<file path="config.mk">
export PLATFORM = sky130hd
export DESIGN_NAME = pit_multi
export DESIGN_NICKNAME = d
export VERILOG_FILES = /design/src/rtl/pit_pkg.sv /design/src/rtl/pit_channel.sv /design/src/rtl/pit_multi.sv
export SDC_FILE = /design/constraint.sdc
export NUM_CORES = 1
export LEC_CHECK = 0
export ABC_AREA = 0
export BUFFER_PORTS_ARGS = -buffer_cell sky130_fd_sc_hd__buf_4
export CORE_MARGIN = 1
export CORE_UTILIZATION = 47
export CTS_CLUSTER_DIAMETER = 40
export CTS_CLUSTER_SIZE = 10
export DETAILED_ROUTE_END_ITERATION = 12
export PLACE_DENSITY = 0.67
export SLEW_MARGIN = 15
export SYNTH_ARGS = -nofsm -noshare
export SYNTH_HDL_FRONTEND = slang
export SYNTH_SLANG_ARGS = --single-unit
</file>
<file path="constraint.sdc">
create_clock -name clk -period 1.9 [get_ports clk]
set_input_delay 0.095 -clock clk [delete_from_list [all_inputs] [get_ports clk]]
set_output_delay 0.095 -clock clk [all_outputs]
set_load 0.01 [all_outputs]
</file>
<file path="src/rtl/pit_pkg.sv">
// Shared register map, CTRL bit layout and ctrl struct for the multi-channel PIT.
package pit_pkg;

  localparam logic [1:0] REG_CTRL      = 2'd0;
  localparam logic [1:0] REG_RELOAD    = 2'd1;
  localparam logic [1:0] REG_PRESCALE  = 2'd2;
  localparam logic [1:0] REG_ACK_COUNT = 2'd3;

  localparam int unsigned CTRL_ENABLE      = 0;
  localparam int unsigned CTRL_PERIODIC    = 1;
  localparam int unsigned CTRL_PRESCALE_EN = 2;
  localparam int unsigned CTRL_IE          = 3;
  localparam int unsigned CTRL_W           = 4;

  // Field order puts enable at bit 0 so the packed value matches the register layout.
  typedef struct packed {
    logic ie;
    logic prescale_en;
    logic periodic;
    logic enable;
  } ctrl_t;

endpackage

</file>
<file path="src/rtl/pit_channel.sv">
// One timer channel: control/reload/prescale registers, down-counter, prescaler and pending bit.
module pit_channel
  import pit_pkg::*;
#(
  parameter int unsigned COUNT_W    = 16,
  parameter int unsigned PRESCALE_W = 8
) (
  input  logic                  clk,
  input  logic                  reset,
  input  logic                  wr_en,
  input  logic [1:0]            wr_reg,
  input  logic [COUNT_W-1:0]    wr_data,
  output logic [CTRL_W-1:0]     ctrl,
  output logic [COUNT_W-1:0]    reload,
  output logic [PRESCALE_W-1:0] prescale,
  output logic [COUNT_W-1:0]    count,
  output logic                  pending,
  output logic                  pulse
);

  ctrl_t                  ctrl_q, ctrl_d;
  logic [COUNT_W-1:0]     reload_q, reload_d;
  logic [PRESCALE_W-1:0]  prescale_q, prescale_d;
  logic [COUNT_W-1:0]     count_q, count_d;
  logic [PRESCALE_W-1:0]  pcnt_q, pcnt_d;
  logic                   pending_q, pending_d;
  logic                   pulse_q, pulse_d;
  logic                   tick;
  logic                   expire;
  logic                   ack;

  always_comb begin
    ctrl_d     = ctrl_q;
    reload_d   = reload_q;
    prescale_d = prescale_q;
    count_d    = count_q;
    pcnt_d     = pcnt_q;
    tick       = 1'b0;
    expire     = 1'b0;
    ack        = 1'b0;

    if (ctrl_q.enable) begin
      if (ctrl_q.prescale_en) begin
        if (pcnt_q == prescale_q) begin
          tick   = 1'b1;
          pcnt_d = '0;
        end else begin
          pcnt_d = pcnt_q + PRESCALE_W'(1);
        end
      end else begin
        tick = 1'b1;
      end
    end

    if (tick) begin
      if (count_q != '0) begin
        count_d = count_q - COUNT_W'(1);
      end else begin
        expire = 1'b1;
        if (ctrl_q.periodic) count_d = reload_q;
        else                 ctrl_d.enable = 1'b0;
      end
    end

    // Register writes take priority over the counting update above.
    if (wr_en) begin
      case (wr_reg)
        REG_CTRL: begin
          ctrl_d.enable      = wr_data[CTRL_ENABLE];
          ctrl_d.periodic    = wr_data[CTRL_PERIODIC];
          ctrl_d.prescale_en = wr_data[CTRL_PRESCALE_EN];
          ctrl_d.ie          = wr_data[CTRL_IE];
          if (wr_data[CTRL_ENABLE] && !ctrl_q.enable) begin
            count_d = reload_q;
            pcnt_d  = '0;
          end
        end
        REG_RELOAD:   reload_d   = wr_data;
        REG_PRESCALE: prescale_d = wr_data[PRESCALE_W-1:0];
        default:      ack        = wr_data[0];
      endcase
    end

    // A same-cycle expiry wins over the acknowledge.
    pending_d = (pending_q & ~ack) | expire;
    pulse_d   = expire;
  end

  always_ff @(posedge clk) begin
    if (reset) begin
      ctrl_q     <= '0;
      reload_q   <= '0;
      prescale_q <= '0;
      count_q    <= '0;
      pcnt_q     <= '0;
      pending_q  <= 1'b0;
      pulse_q    <= 1'b0;
    end else begin
      ctrl_q     <= ctrl_d;
      reload_q   <= reload_d;
      prescale_q <= prescale_d;
      count_q    <= count_d;
      pcnt_q     <= pcnt_d;
      pending_q  <= pending_d;
      pulse_q    <= pulse_d;
    end
  end

  assign ctrl     = ctrl_q;
  assign reload   = reload_q;
  assign prescale = prescale_q;
  assign count    = count_q;
  assign pending  = pending_q;
  assign pulse    = pulse_q;

endmodule

</file>
<file path="src/rtl/pit_multi.sv">
// Multi-channel programmable interval timer: address decode, registered read mux, irq combine.
module pit_multi
  import pit_pkg::*;
#(
  parameter int unsigned NUM_CH     = 2,
  parameter int unsigned COUNT_W    = 16,
  parameter int unsigned PRESCALE_W = 8
) (
  input  logic                       clk,
  input  logic                       reset,
  input  logic                       wr_en,
  input  logic [$clog2(NUM_CH)+1:0]  wr_addr,
  input  logic [COUNT_W-1:0]         wr_data,
  input  logic                       rd_en,
  input  logic [$clog2(NUM_CH)+1:0]  rd_addr,
  output logic [COUNT_W-1:0]         rd_data,
  output logic                       rd_valid,
  output logic [NUM_CH-1:0]          irq_pulse,
  output logic [NUM_CH-1:0]          irq_pending,
  output logic                       irq
);

  localparam int unsigned AW = $clog2(NUM_CH) + 2;

  logic [CTRL_W-1:0]     ch_ctrl     [NUM_CH];
  logic [COUNT_W-1:0]    ch_reload   [NUM_CH];
  logic [PRESCALE_W-1:0] ch_prescale [NUM_CH];
  logic [COUNT_W-1:0]    ch_count    [NUM_CH];
  logic [NUM_CH-1:0]     ie_vec;
  logic [COUNT_W-1:0]    rd_mux;

  for (genvar i = 0; i < NUM_CH; i++) begin : g_ch
    logic wr_sel;
    assign wr_sel = wr_en && ((wr_addr >> 2) == AW'(i));

    pit_channel #(
      .COUNT_W    (COUNT_W),
      .PRESCALE_W (PRESCALE_W)
    ) u_channel (
      .clk      (clk),
      .reset    (reset),
      .wr_en    (wr_sel),
      .wr_reg   (wr_addr[1:0]),
      .wr_data  (wr_data),
      .ctrl     (ch_ctrl[i]),
      .reload   (ch_reload[i]),
      .prescale (ch_prescale[i]),
      .count    (ch_count[i]),
      .pending  (irq_pending[i]),
      .pulse    (irq_pulse[i])
    );

    assign ie_vec[i] = ch_ctrl[i][CTRL_IE];
  end

  // Addresses of channels beyond NUM_CH match nothing and read as zero.
  always_comb begin
    rd_mux = '0;
    for (int i = 0; i < NUM_CH; i++) begin
      if ((rd_addr >> 2) == AW'(i)) begin
        case (rd_addr[1:0])
          REG_CTRL:     rd_mux = COUNT_W'(ch_ctrl[i]);
          REG_RELOAD:   rd_mux = ch_reload[i];
          REG_PRESCALE: rd_mux = COUNT_W'(ch_prescale[i]);
          default:      rd_mux = ch_count[i];
        endcase
      end
    end
  end

  always_ff @(posedge clk) begin
    if (reset) begin
      rd_data  <= '0;
      rd_valid <= 1'b0;
    end else begin
      rd_valid <= rd_en;
      if (rd_en) rd_data <= rd_mux;
    end
  end

  assign irq = |(irq_pending & ie_vec);

endmodule
</file>
==> flow_metrics.tcl <==
set metrics [dict create \
    yosys.area_share.xor_xnor_pct 2.97 \
    required_ns 2.26 \
    htree_levels 4 \
    synth_edf_count 0 \
    routedWlPerCell_um 18.9 \
    area_delta_synth_final_pct 37.0 \
    irDropWorstVdd_mv 0.711 \
    crit_type "reg2reg" \
    power.density_mw_per_mm2 750 \
    syn-num-nets 857 \
    cts_tree "built" \
    drc_errors 0 \
    grt_pass1_wl_um 34400 \
    grt_pass1_vias 6752 \
    seq_power_share_pct 39.2 \
    die_y_um 122 \
    synth_top_area_share_pct 36.9 \
    r2r_start "g_ch[0].u_channel.count[1]" \
    synth_compound_area_share_pct 20.3 \
    coreArea_sq_mm 0.0140 \
    drt-initial-drc-count 610 \
    netlist_top_cells_area "dfxtp_1, nand2_1, a21oi_1" \
    finalHoldViolCount 0 \
    track_usage_pct 30.2 \
    drt-pass1-iter-count 6 \
    max_freq_ghz 0.507 \
    startpoint_type "flop" \
    syn_area_sq_mm 0.00677 \
    vias_per_cell 6.03 \
    critPathCaptureType "flop" \
    ys_seq_area_share_pct 36.9 \
    min_period_ns 1.97 \
    antenna_found_initial 0 \
    placed_cells 1113 \
    status "finished with violations" \
    reg2reg_to "g_ch[0].u_channel.count[8]" \
    maxCapViolations 0 \
    dpl.hpwl_um 15300 \
    ctsLongestPathBuffers 2 \
    p_clk_share_pct 43.8 \
    slew_headroom_pct 51.9 \
    whs_path_depth 2 \
    p_switching_uw 1830 \
    failed_checks "setup timing" \
    drv_slew 0 \
    overflow 0 \
    dieArea_sq_mm 0.0149 \
    crit_arrival_ns 2.34 \
    synth_top_family_by_area "simple AND/OR/NAND/NOR gates" \
    ys_warn_count 0 \
    ff2ff_setup_slack_ns -0.07 \
    ios 48 \
    power.total_uw 6960 \
    start_util_pct 48.4 \
    numPortBuffers 47 \
    die-width_um 122 \
    yosys_register_bits 125 \
    ant_nets 0 \
    placed_area_sq_mm 0.00799 \
    switching_share_pct 26.3 \
    rr_worst_depth 10 \
    clock_latency_ns 0.43 \
    tightestPinTransition_ns 0.719 \
    numCtsBuffers 17 \
    drive_above_1_share_pct 32.8 \
    holdPathEnd "g_ch[0].u_channel.count[6]" \
    internal-power_uw 5130 \
    hp-start "reset" \
    fin_area_sq_mm 0.00928 \
    synthTopCellsByCount "nand2_1, dfxtp_1, a21oi_1" \
    rows 43 \
    multi_input_area_sq_mm 0.00436 \
    synth.avg_cell_area_sq_um 8.21 \
    hold_path_class "in2reg" \
    fin_nets 1021 \
    synth-simple-area-share_pct 25.0 \
    antennaDiodeCount 0 \
    regArea_sq_mm 0.00252 \
    synth_adder_area_share_pct 1.11 \
    totalWireLength_um 22200 \
    path_clk_slew_ns 0.06 \
    grt_max_degree 26 \
    worst_slack_ns -0.0739 \
    root_buffer "clkbuf_16" \
    skew_ns 0.0103 \
    rsz0062_at_grt "true" \
    postSynth.asyncResetShare_pct 0 \
    synthDistinctLibCells 61 \
    synth_most_common_cell "nand2_1" \
    synthFlopType "dfxtp_1" \
    place_congestion 0.898 \
    cts_sinks 125 \
    pwr-share-comb_pct 17.1 \
    synth_cells 825 \
    via_count 7121 \
    min_period_over_period_pct 104 \
    critPathMaxFanout 6 \
    fillerInstances 1185 \
    setup_viol 1 \
    synth_top_area_cell "dfxtp_1" \
    finalNonFillerCells 1180 \
    p_leak_uw 0.00378 \
    synth_mux_area_share_pct 9.48 \
]
==> timing repair <==
action                                  in CTS  in global routing
endpoints found under the setup margin      25                 34
hold buffers                                16                  0
endpoints found under the hold margin       52                  0
pin swaps                                    6                 43
setup buffers                                4                 18
gates resized for setup                     20                 86
gates cloned                                 0                  0
==> layout make-up <==
type	count	share of cell area, %
inverters	14	0.593
clock buffers	24	5.19
well taps	180	2.43
repair buffers	197	17.0
multi-input cells	634	47.0
flip-flops and latches	125	27.1
clock inverters	6	0.674
==> cells in the final DEF (no fill, tap or decap), drive strengths merged, types with 4 or more instances in the layout <==
cell type / synthesis / layout
and2: 6 / 6
dlygate4sd3: 0 / 16
buf: 22 / 181
a21o: 7 / 7
o21ai: 29 / 29
xor2: 14 / 14
a2111oi: 4 / 4
a22oi: 5 / 5
mux2: 9 / 9
mux2i: 18 / 18
a41oi: 5 / 5
a311oi: 12 / 12
mux4: 16 / 16
dfxtp: 125 / 125
clkbuf: 30 / 24
o31ai: 4 / 4
nand2b: 6 / 6
nand3: 17 / 17
ha: 6 / 6
xnor2: 9 / 9
and3: 13 / 13
and4: 4 / 4
a21oi: 97 / 97
nand2: 141 / 141
nor2: 76 / 76
a211oi: 16 / 16
nor2b: 13 / 13
o221a: 7 / 7
nor3b: 9 / 9
a31oi: 8 / 8
nor4: 13 / 13
or3: 5 / 5
nand4: 9 / 9
inv: 14 / 14
nand3b: 11 / 11
nor3: 17 / 17
a221oi: 4 / 4
==> per-stage QoR <==
| step | setup TNS [ns] | hold WS [ns] | util [%] | worst slack, ns |
|---|---|---|---|---|
| final | -0.0739 | 0.0234 | 66.4 | -0.0739 |
| after global routing | -0.960 | 0.0226 | 66.4 | -0.194 |
| after CTS | -0.0641 | 0.0205 | 63.0 | -0.0262 |
| after detailed placement | -1.16 | 0.364 | 57.1 | -0.128 |
| after global placement | -0.153 | 0.356 | 57.1 | -0.0555 |
| after floorplan | 0 | 0.231 | - | 0.00662 |
==> cell families (layout without fill, tap and decap cells) <==
kind of cell    count (synthesis)  in the layout
xor+xnor                       23             23
flops                         125            125
fa+ha+maj                       6              6
mux                            43             43
buf+inv                        66            241
simple gates                  347            347
compound gates                215            215
==> how the worst max path moves through the flow <==
stage	start	endpoint	slack (ns)	depth (start not counted)
floorplan	g_ch[0].u_channel.count[0]	g_ch[0].u_channel.count[1]	0.007	7
global placement	g_ch[1].u_channel.count[2]	g_ch[1].u_channel.count[14]	-0.06	5
detailed placement	g_ch[1].u_channel.count[2]	g_ch[1].u_channel.count[13]	-0.13	5
CTS	g_ch[1].u_channel.count[1]	g_ch[1].u_channel.count[10]	-0.03	8
global route	g_ch[0].u_channel.count[1]	g_ch[0].u_channel.count[8]	-0.19	10
finish	g_ch[0].u_channel.count[1]	g_ch[0].u_channel.count[8]	-0.07	10
==> power groups by stage <==
stage                     logic [uW]  clock network [uW]  registers (uW)
after floorplan                  538                   0            2770
after global placement           894                   0            2770
after detailed placement         914                   0            2770
after CTS                        999                3070            2720
after global routing            1270                3200            2730
final                           1190                3040            2730
==> critical path, cell delays in order (launching register included) <==
cell,delay [ns]
dfxtp_2,0.32
inv_2,0.07
buf_4,0.12
ha_4,0.14
nor3b_4,0.23
buf_6,0.14
buf_4,0.10
buf_4,0.14
mux2i_1,0.09
nor3_1,0.29
o221a_2,0.27
==> state kept, by name, indices dropped and copies added (netlist names) <==
register / flops
g_ch.u_channel.count: 32
g_ch.u_channel.ctrl: 8
g_ch.u_channel.pcnt_q: 16
g_ch.u_channel.pending: 2
g_ch.u_channel.prescale: 16
g_ch.u_channel.pulse: 2
g_ch.u_channel.reload: 32
rd_data: 16
rd_valid: 1
==> per-layer routing <==
| layer | global-route usage, % | wire length, um | vias up |
|---|---|---|---|
| li1 | - | - | 3314 |
| met1 | 38.9 | 9450 | 3438 |
| met4 | 13.4 | 782 | 0 |
| met2 | 48.3 | 10600 | 302 |
| met3 | 6.55 | 1450 | 67 |
| met5 | 0 | 0 | - |
Power figures use the tool's default switching activity.
